<file path="src/rtl/sifh_pkg.sv">
// Shared definitions for the SiFH histogram input stream: default geometry,
// the reserved "no hit" code, the sequencer state type and a width helper.
package sifh_pkg;

  localparam int unsigned NP_DEF       = 10;
  localparam int unsigned PIX_DEF      = 4;
  localparam int unsigned DATA_NUM_DEF = 2;
  localparam int unsigned ACQ_NUM_DEF  = 4;

  // All-ones marks an empty slot; slice to NP bits at the point of use.
  localparam logic [31:0] INVALID_TS = '1;

  typedef enum logic [1:0] {
    IDLE,
    CAPTURE,
    DRAIN
  } sifh_state_e;

  // Ceiling log2 with a floor of one bit, so that single-entry counters still
  // get a legal vector width.
  function automatic int unsigned clog2(input int unsigned n);
    int unsigned w;
    w = 1;
    while ((32'd1 << w) < n) begin
      w++;
    end
    return w;
  endfunction

endpackage

</file>
<file path="src/rtl/tdc_pixel_slots.sv">
// Per-pixel timestamp store: DATA_NUM slots filled in arrival order, a fill
// count, a sticky drop flag and a read mux that returns the invalid code for
// slots that were never written in the current acquisition.
module tdc_pixel_slots
  import sifh_pkg::*;
#(
  parameter int unsigned NP       = NP_DEF,
  parameter int unsigned DATA_NUM = DATA_NUM_DEF,
  localparam int unsigned CW      = clog2(DATA_NUM + 1),
  localparam int unsigned IW      = clog2(DATA_NUM)
) (
  input  logic          clk,
  input  logic          res,
  input  logic          clear,
  input  logic          wr,
  input  logic [NP-1:0] wr_data,
  input  logic [IW-1:0] rd_idx,
  output logic [NP-1:0] rd_data,
  output logic          overflow
);

  logic [NP-1:0] slot_q [DATA_NUM];
  logic [CW-1:0] cnt_q;
  logic          full;

  assign full = (cnt_q == CW'(DATA_NUM));

  // Fill count and drop flag: a hit with every slot taken is dropped and flagged.
  always_ff @(posedge clk) begin
    if (!res || clear) begin
      cnt_q    <= '0;
      overflow <= 1'b0;
    end else if (wr) begin
      if (full) begin
        overflow <= 1'b1;
      end else begin
        cnt_q <= cnt_q + 1'b1;
      end
    end
  end

  // Slot payload needs no reset: the count alone decides which slots are valid.
  always_ff @(posedge clk) begin
    for (int i = 0; i < DATA_NUM; i++) begin
      if (wr && !full && !clear && (cnt_q == CW'(i))) begin
        slot_q[i] <= wr_data;
      end
    end
  end

  // Read mux: unwritten slots read back as the invalid code.
  always_comb begin
    rd_data = INVALID_TS[NP-1:0];
    for (int i = 0; i < DATA_NUM; i++) begin
      if ((rd_idx == IW'(i)) && (CW'(i) < cnt_q)) begin
        rd_data = slot_q[i];
      end
    end
  end

endmodule

</file>
<file path="src/rtl/tdc_stream_sequencer.sv">
// Transmit side of the SiFH histogram input stream. An acquisition stamps
// per-pixel hits against an NP-bit timer for 2**NP-1 cycles, then drains
// PIX*DATA_NUM words in pixel-major/slot-minor order. Every ACQ_NUM
// acquisitions a frame completes: frame_done pulses and his_num toggles.
// Optional feature macro STREAM_STALL_EN adds a downstream ready port that
// holds the current drain word until accepted.
module tdc_stream_sequencer
  import sifh_pkg::*;
#(
  parameter int unsigned NP       = NP_DEF,
  parameter int unsigned PIX      = PIX_DEF,
  parameter int unsigned DATA_NUM = DATA_NUM_DEF,
  parameter int unsigned ACQ_NUM  = ACQ_NUM_DEF
) (
  input  logic           clk,
  input  logic           res,
  input  logic           acq_start,
  input  logic [PIX-1:0] hit,
`ifdef STREAM_STALL_EN
  input  logic           ready,
`endif
  output logic [NP-1:0]  data,
  output logic           wr_en,
  output logic           his_num,
  output logic           frame_done,
  output logic           busy,
  output logic           overflow
);

  localparam int unsigned IW = clog2(DATA_NUM);
  localparam int unsigned PW = clog2(PIX + 1);
  localparam int unsigned AW = clog2(ACQ_NUM);
  // Last capture cycle uses timer 2**NP-2; 2**NP-1 is the reserved code.
  localparam logic [NP-1:0] TimerLast = {{(NP-1){1'b1}}, 1'b0};

  sifh_state_e   state_q, state_d;
  logic [NP-1:0] timer_q, timer_d;
  logic [PW-1:0] pix_q, pix_d;
  logic [IW-1:0] slot_q, slot_d;
  logic [AW-1:0] acq_q, acq_d;
  logic          his_q, his_d;
  logic [NP-1:0] data_q, data_d;
  logic          wr_en_q, wr_en_d;
  logic          fd_q, fd_d;
  logic          busy_q;

  logic           clear;
  logic           capture;
  logic           advance;
  logic [NP-1:0]  word;
  logic [NP-1:0]  pix_rd [PIX];
  logic [PIX-1:0] pix_ovf;

  for (genvar p = 0; p < PIX; p++) begin : g_pix
    tdc_pixel_slots #(
      .NP       (NP),
      .DATA_NUM (DATA_NUM)
    ) u_slots (
      .clk      (clk),
      .res      (res),
      .clear    (clear),
      .wr       (capture && hit[p]),
      .wr_data  (timer_q),
      .rd_idx   (slot_q),
      .rd_data  (pix_rd[p]),
      .overflow (pix_ovf[p])
    );
  end

`ifdef STREAM_STALL_EN
  // A visible word moves on only once the builder has taken it.
  assign advance = !wr_en_q || ready;
`else
  assign advance = 1'b1;
`endif

  // Select the slot-mux output of the pixel currently being drained.
  always_comb begin
    word = INVALID_TS[NP-1:0];
    for (int p = 0; p < PIX; p++) begin
      if (pix_q == PW'(p)) begin
        word = pix_rd[p];
      end
    end
  end

  // Next-state and registered-output logic for IDLE -> CAPTURE -> DRAIN.
  always_comb begin
    state_d = state_q;
    timer_d = timer_q;
    pix_d   = pix_q;
    slot_d  = slot_q;
    acq_d   = acq_q;
    his_d   = his_q;
    data_d  = data_q;
    wr_en_d = wr_en_q;
    fd_d    = 1'b0;
    clear   = 1'b0;
    capture = 1'b0;

    unique case (state_q)
      IDLE: begin
        data_d  = INVALID_TS[NP-1:0];
        wr_en_d = 1'b0;
        if (acq_start) begin
          state_d = CAPTURE;
          timer_d = '0;
          clear   = 1'b1;
        end
      end

      CAPTURE: begin
        capture = 1'b1;
        if (timer_q == TimerLast) begin
          state_d = DRAIN;
          pix_d   = '0;
          slot_d  = '0;
        end else begin
          timer_d = timer_q + 1'b1;
        end
      end

      DRAIN: begin
        // Word k is loaded into the output register one cycle after k is
        // selected; pix_q == PIX means the last word is already on the bus.
        if (advance) begin
          if (pix_q == PW'(PIX)) begin
            state_d = IDLE;
            data_d  = INVALID_TS[NP-1:0];
            wr_en_d = 1'b0;
            if (acq_q == AW'(ACQ_NUM - 1)) begin
              acq_d = '0;
              his_d = ~his_q;
              fd_d  = 1'b1;
            end else begin
              acq_d = acq_q + 1'b1;
            end
          end else begin
            data_d  = word;
            wr_en_d = 1'b1;
            if (slot_q == IW'(DATA_NUM - 1)) begin
              slot_d = '0;
              pix_d  = pix_q + 1'b1;
            end else begin
              slot_d = slot_q + 1'b1;
            end
          end
        end
      end

      default: begin
        state_d = IDLE;
      end
    endcase
  end

  // State and output registers; reset aborts any capture or drain in flight.
  always_ff @(posedge clk) begin
    if (!res) begin
      state_q <= IDLE;
      timer_q <= '0;
      pix_q   <= '0;
      slot_q  <= '0;
      acq_q   <= '0;
      his_q   <= 1'b0;
      data_q  <= INVALID_TS[NP-1:0];
      wr_en_q <= 1'b0;
      fd_q    <= 1'b0;
      busy_q  <= 1'b0;
    end else begin
      state_q <= state_d;
      timer_q <= timer_d;
      pix_q   <= pix_d;
      slot_q  <= slot_d;
      acq_q   <= acq_d;
      his_q   <= his_d;
      data_q  <= data_d;
      wr_en_q <= wr_en_d;
      fd_q    <= fd_d;
      busy_q  <= (state_d != IDLE);
    end
  end

  assign data       = data_q;
  assign wr_en      = wr_en_q;
  assign his_num    = his_q;
  assign frame_done = fd_q;
  assign busy       = busy_q;
  assign overflow   = |pix_ovf;

endmodule

</file>
<file path="config.mk">
export PLATFORM = sky130hd
export DESIGN_NAME = tdc_stream_sequencer
export DESIGN_NICKNAME = d
export VERILOG_FILES = /design/src/rtl/sifh_pkg.sv /design/src/rtl/tdc_pixel_slots.sv /design/src/rtl/tdc_stream_sequencer.sv
export SDC_FILE = /design/constraint.sdc
export NUM_CORES = 1
export LEC_CHECK = 0
export BUFFER_PORTS_ARGS = -buffer_cell sky130_fd_sc_hd__clkbuf_2
export CAP_MARGIN = 20
export CORE_ASPECT_RATIO = 0.5
export CORE_UTILIZATION = 45
export DETAILED_ROUTE_END_ITERATION = 8
export GPL_TIMING_DRIVEN = 0
export SYNTH_ARGS = -nofsm -noshare
export SYNTH_HDL_FRONTEND = slang
export SYNTH_HIERARCHICAL = 1
export SYNTH_SLANG_ARGS = --single-unit
</file>
<file path="constraint.sdc">
create_clock -name clk -period 3.2 [get_ports clk]
set_input_delay 0.8 -clock clk [delete_from_list [all_inputs] [get_ports clk]]
set_output_delay 0.8 -clock clk [all_outputs]
set_load 0.05 [all_outputs]
</file>
==> out/metrics.cfg <==
[run_status]
status=completed

[synth]
netlist_area_um2=5323
synth_cell_type_count=49
ys_async_sr_fraction_pct=0
synth.ff_latch_count=124
synth_xor_area_share_pct=0.8228
syn_nets=426
synth_ff_type=edfxtp_1
synth_cells=399
synthMuxAreaShare_pct=1.528
synth_simple_gate_area_share_pct=14.72
synth_edf_count=80
synth_top_family_by_area=simple AND/OR/NAND/NOR gates
yosys.area_share.adder_pct=4.701
synth_compound_area_share_pct=13.75
ys_seq_area_share_pct=61.68
syn_area_per_cell_um2=13.34
yosysWarnings=6

[die]
die-height_um=78.91
top_level_ports=22
placementRows=27
core_um2=11250
die_area_um2=12290
die_x_um=155.8
initial_utilization_pct=47.31

[worst_setup_path]
required_ns=2.40
rr_startpoint=slot_q$_SDFFE_PN0P_
crit_arrival_ns=1.50
worstSetupPathType=flip-flop to primary output
crit_buf_inv=1
cp_max_fo=2
slowest_delay_ns=0.53
rrSetupSlack_ns=0.92
crit_family=simple AND/OR/NAND/NOR gates
rr_worst_depth=6
crit_chain=or4_1, clkbuf_2
crit_path_top_delay_cell=or4_1
end_kind=primary output
start_kind=flip-flop
reg2reg_to=data[9]$_SDFFE_PN1P_

[grt]
grt_overflow=0
grt_start_max_net_pins=17
grt_first_pass_wirelength_um=18490
grt_pass1_vias=3482
antenna_found_initial=0
track_usage_pct=20.78

[power_and_ir_drop]
vdd_drop_max_mv=0.3275
p_per_area_nw_per_um2=591.2
pwr-share-clk_pct=49.6
pwr-share-seq_pct=47.0
p_total_w=0.003671
p_sw_w=0.0007735
switching_share_pct=21.07
intPower_w=0.002898
p_comb_share_pct=3.4
p_leak_nw=2.079

[cts]
cts_tree=done
cts.clk_slew.worst_paths_ns=0.05
cts-root-buf=clkbuf_16
clockBufferDepth=2
htreeDepth=4
postCtsResizedCells=0
cts-hold-fix-buffers=0
cts_buffers=17
clock-sinks=124
clkLatencyLatePin_ns=0.41
cts_setup_buffers=0

[placed_design]
numPortBuffers=21
dp_hpwl_um=8127
routabilityCongestion=0.7796

[route]
first_pass_iters=5
viasPerCell=5.648
totalWireLength_um=11700
drtAntennaViolNets=0
via_count=3451
routedWlPerCell_um=19.14
drt_iter0_markers=267
drc=0

[hold_path]
min-delay-start=wr_en$_SDFFE_PN0P_
holdPathEnd=wr_en$_SDFFE_PN0P_
hold_class=flip-flop to flip-flop
whs_path_depth=2

[timing]
finalCritPeriodShare_pct=72.00
setup_viol=0
whs_ns=0.4555
min_period_ns=2.304
max_freq_mhz=434.0
fin_worst_skew_ns=0.005433
worst_pin_slew_ns=0.6159
max_slew_margin_pct=58.94
rsz0062_at_grt=no
finalHoldViolCount=0
slew_viol_final=0
finalSetupTns_ns=0

[cells_and_area]
fillers=927
drive_gt1_share_pct=19.03
finalNetCount=466
multi_input_area_um2=1891
seq_area_um2=3283
antenna_cells=0
area.growth.synth_to_final_pct=16.67

[flow_run]
max_cap_violations=0

[cells in the mapped netlist (2+ instances only)]
library cell / count / area (µm²)
nand4_1: 6 / 37.54
and2b_1: 4 / 30.03
o221a_2: 10 / 112.6
edfxtp_1: 80 / 2402
o41ai_1: 3 / 26.28
and2_1: 5 / 31.28
or3_1: 2 / 12.51
a211o_1: 10 / 87.58
nor3b_1: 10 / 75.07
nand2_1: 15 / 56.30
xnor2_1: 4 / 35.03
nand3_2: 3 / 30.03
a31oi_1: 2 / 12.51
nor3_1: 12 / 60.06
ha_1: 20 / 250.2
and3b_2: 4 / 40.04
nor2_1: 23 / 86.33
o31ai_1: 3 / 22.52
o21ai_0: 3 / 15.01
inv_1: 14 / 52.55
a21oi_1: 12 / 60.06
nand3_1: 6 / 30.03
nor2b_1: 10 / 62.56
dfxtp_1: 44 / 880.8
nand2b_1: 5 / 31.28
and3b_1: 5 / 43.79
or2_1: 4 / 25.02
or4_1: 4 / 30.03
mux2i_1: 7 / 70.07
o22a_1: 40 / 350.3
and3_1: 2 / 12.51
buf_6: 5 / 56.30
clkbuf_1: 6 / 22.52
[flip-flops by register name, indices dropped and copies added, names as in the netlist]
signal / cells
acq_q: 2
busy: 1
data: 10
frame_done: 1
g_pix.u_slots/cnt_q: 8
g_pix.u_slots/overflow: 4
g_pix.u_slots/slot_q: 80
his_num: 1
pix_q: 3
slot_q: 1
state_q: 2
timer_q: 10
wr_en: 1
[cell type report]
type | instances | share of cell area [%]
buffer | 12 | 1.491
sequential | 124 | 52.87
timing repair buffer | 21 | 1.693
tap | 159 | 3.204
inverter | 15 | 0.9067
clock buffer | 20 | 7.536
clock inverter | 12 | 1.854
multi-input combinational | 248 | 30.45
[power by group through the flow]
stage	sequential [W]	clock, W	combinational (W)
detailed placement	0.00176	0	0.000124
finish	0.00172	0.00182	0.000126
floorplan	0.00176	0	0.0000880
CTS	0.00172	0.00186	0.000126
global route	0.00173	0.00193	0.000138
global placement	0.00176	0	0.000120
[worst min-delay path, cell delays in order (launching register included)]
cell and delay (ns):
dfxtp_1 0.30, nand2_1 0.05, a21oi_1 0.05
[kinds of logic (layout without fill, tap and decap cells)]
family / count (synthesis) / count (layout)
simple gates: 127 / 127
flops: 124 / 124
compound gates: 88 / 88
buf+inv: 27 / 80
fa+ha+maj: 20 / 20
mux: 8 / 8
xor+xnor: 5 / 5
[cell usage in the layout, fill, tap and decap left out, types with 7 or more instances in the layout]
master,synthesis,layout
nand2_1,15,15
inv_1,14,14
clkbuf_16,0,18
edfxtp_1,80,80
nor2_1,23,23
clkbuf_2,0,21
nor2b_1,10,10
mux2i_1,7,7
clkbuf_1,6,7
ha_1,20,20
dfxtp_1,44,44
o221a_2,10,10
nor3b_1,10,10
a211o_1,10,10
o22a_1,40,40
a21oi_1,12,12
nor3_1,12,12
[routing by layer]
metal | GRT usage, % | vias up | routed length (µm)
li1 | - | 1625 | -
met1 | 28.17 | 1723 | 5511
met2 | 33.13 | 90 | 5427
met3 | 3.930 | 13 | 612
met4 | 8.333 | 0 | 146
met5 | 0 | - | 0
[worst max path at each step]
stage	startpoint	end	slack [ns]	cells after the start
2_1_floorplan	g_pix[1].u_slots/overflow$_SDFFE_PP0P_	overflow	1.34	1
3_3_place_gp	slot_q$_SDFFE_PN0P_	data[9]$_SDFFE_PN1P_	1.0	6
3_5_place_dp	slot_q$_SDFFE_PN0P_	data[9]$_SDFFE_PN1P_	0.99	6
4_1_cts	g_pix[1].u_slots/overflow$_SDFFE_PP0P_	overflow	0.88	2
5_1_grt	slot_q$_SDFFE_PN0P_	data[9]$_SDFFE_PN1P_	0.76	6
6_report	g_pix[1].u_slots/overflow$_SDFFE_PP0P_	overflow	0.90	2
[per-stage QoR]
step | worst slack, ns | cells | cell area (µm²) | utilization, %
4_1_cts | 0.8756 | 611 | 6210 | 55.20
6_report | 0.8959 | 611 | 6210 | 55.20
5_1_grt | 0.7557 | 611 | 6210 | 55.20
3_3_place_gp | 0.9963 | 579 | 5627 | 50.02
3_5_place_dp | 0.9857 | 579 | 5627 | 50.02
2_1_floorplan | 1.345 | 399 | 5323 | -
Power figures use the tool's default switching activity.
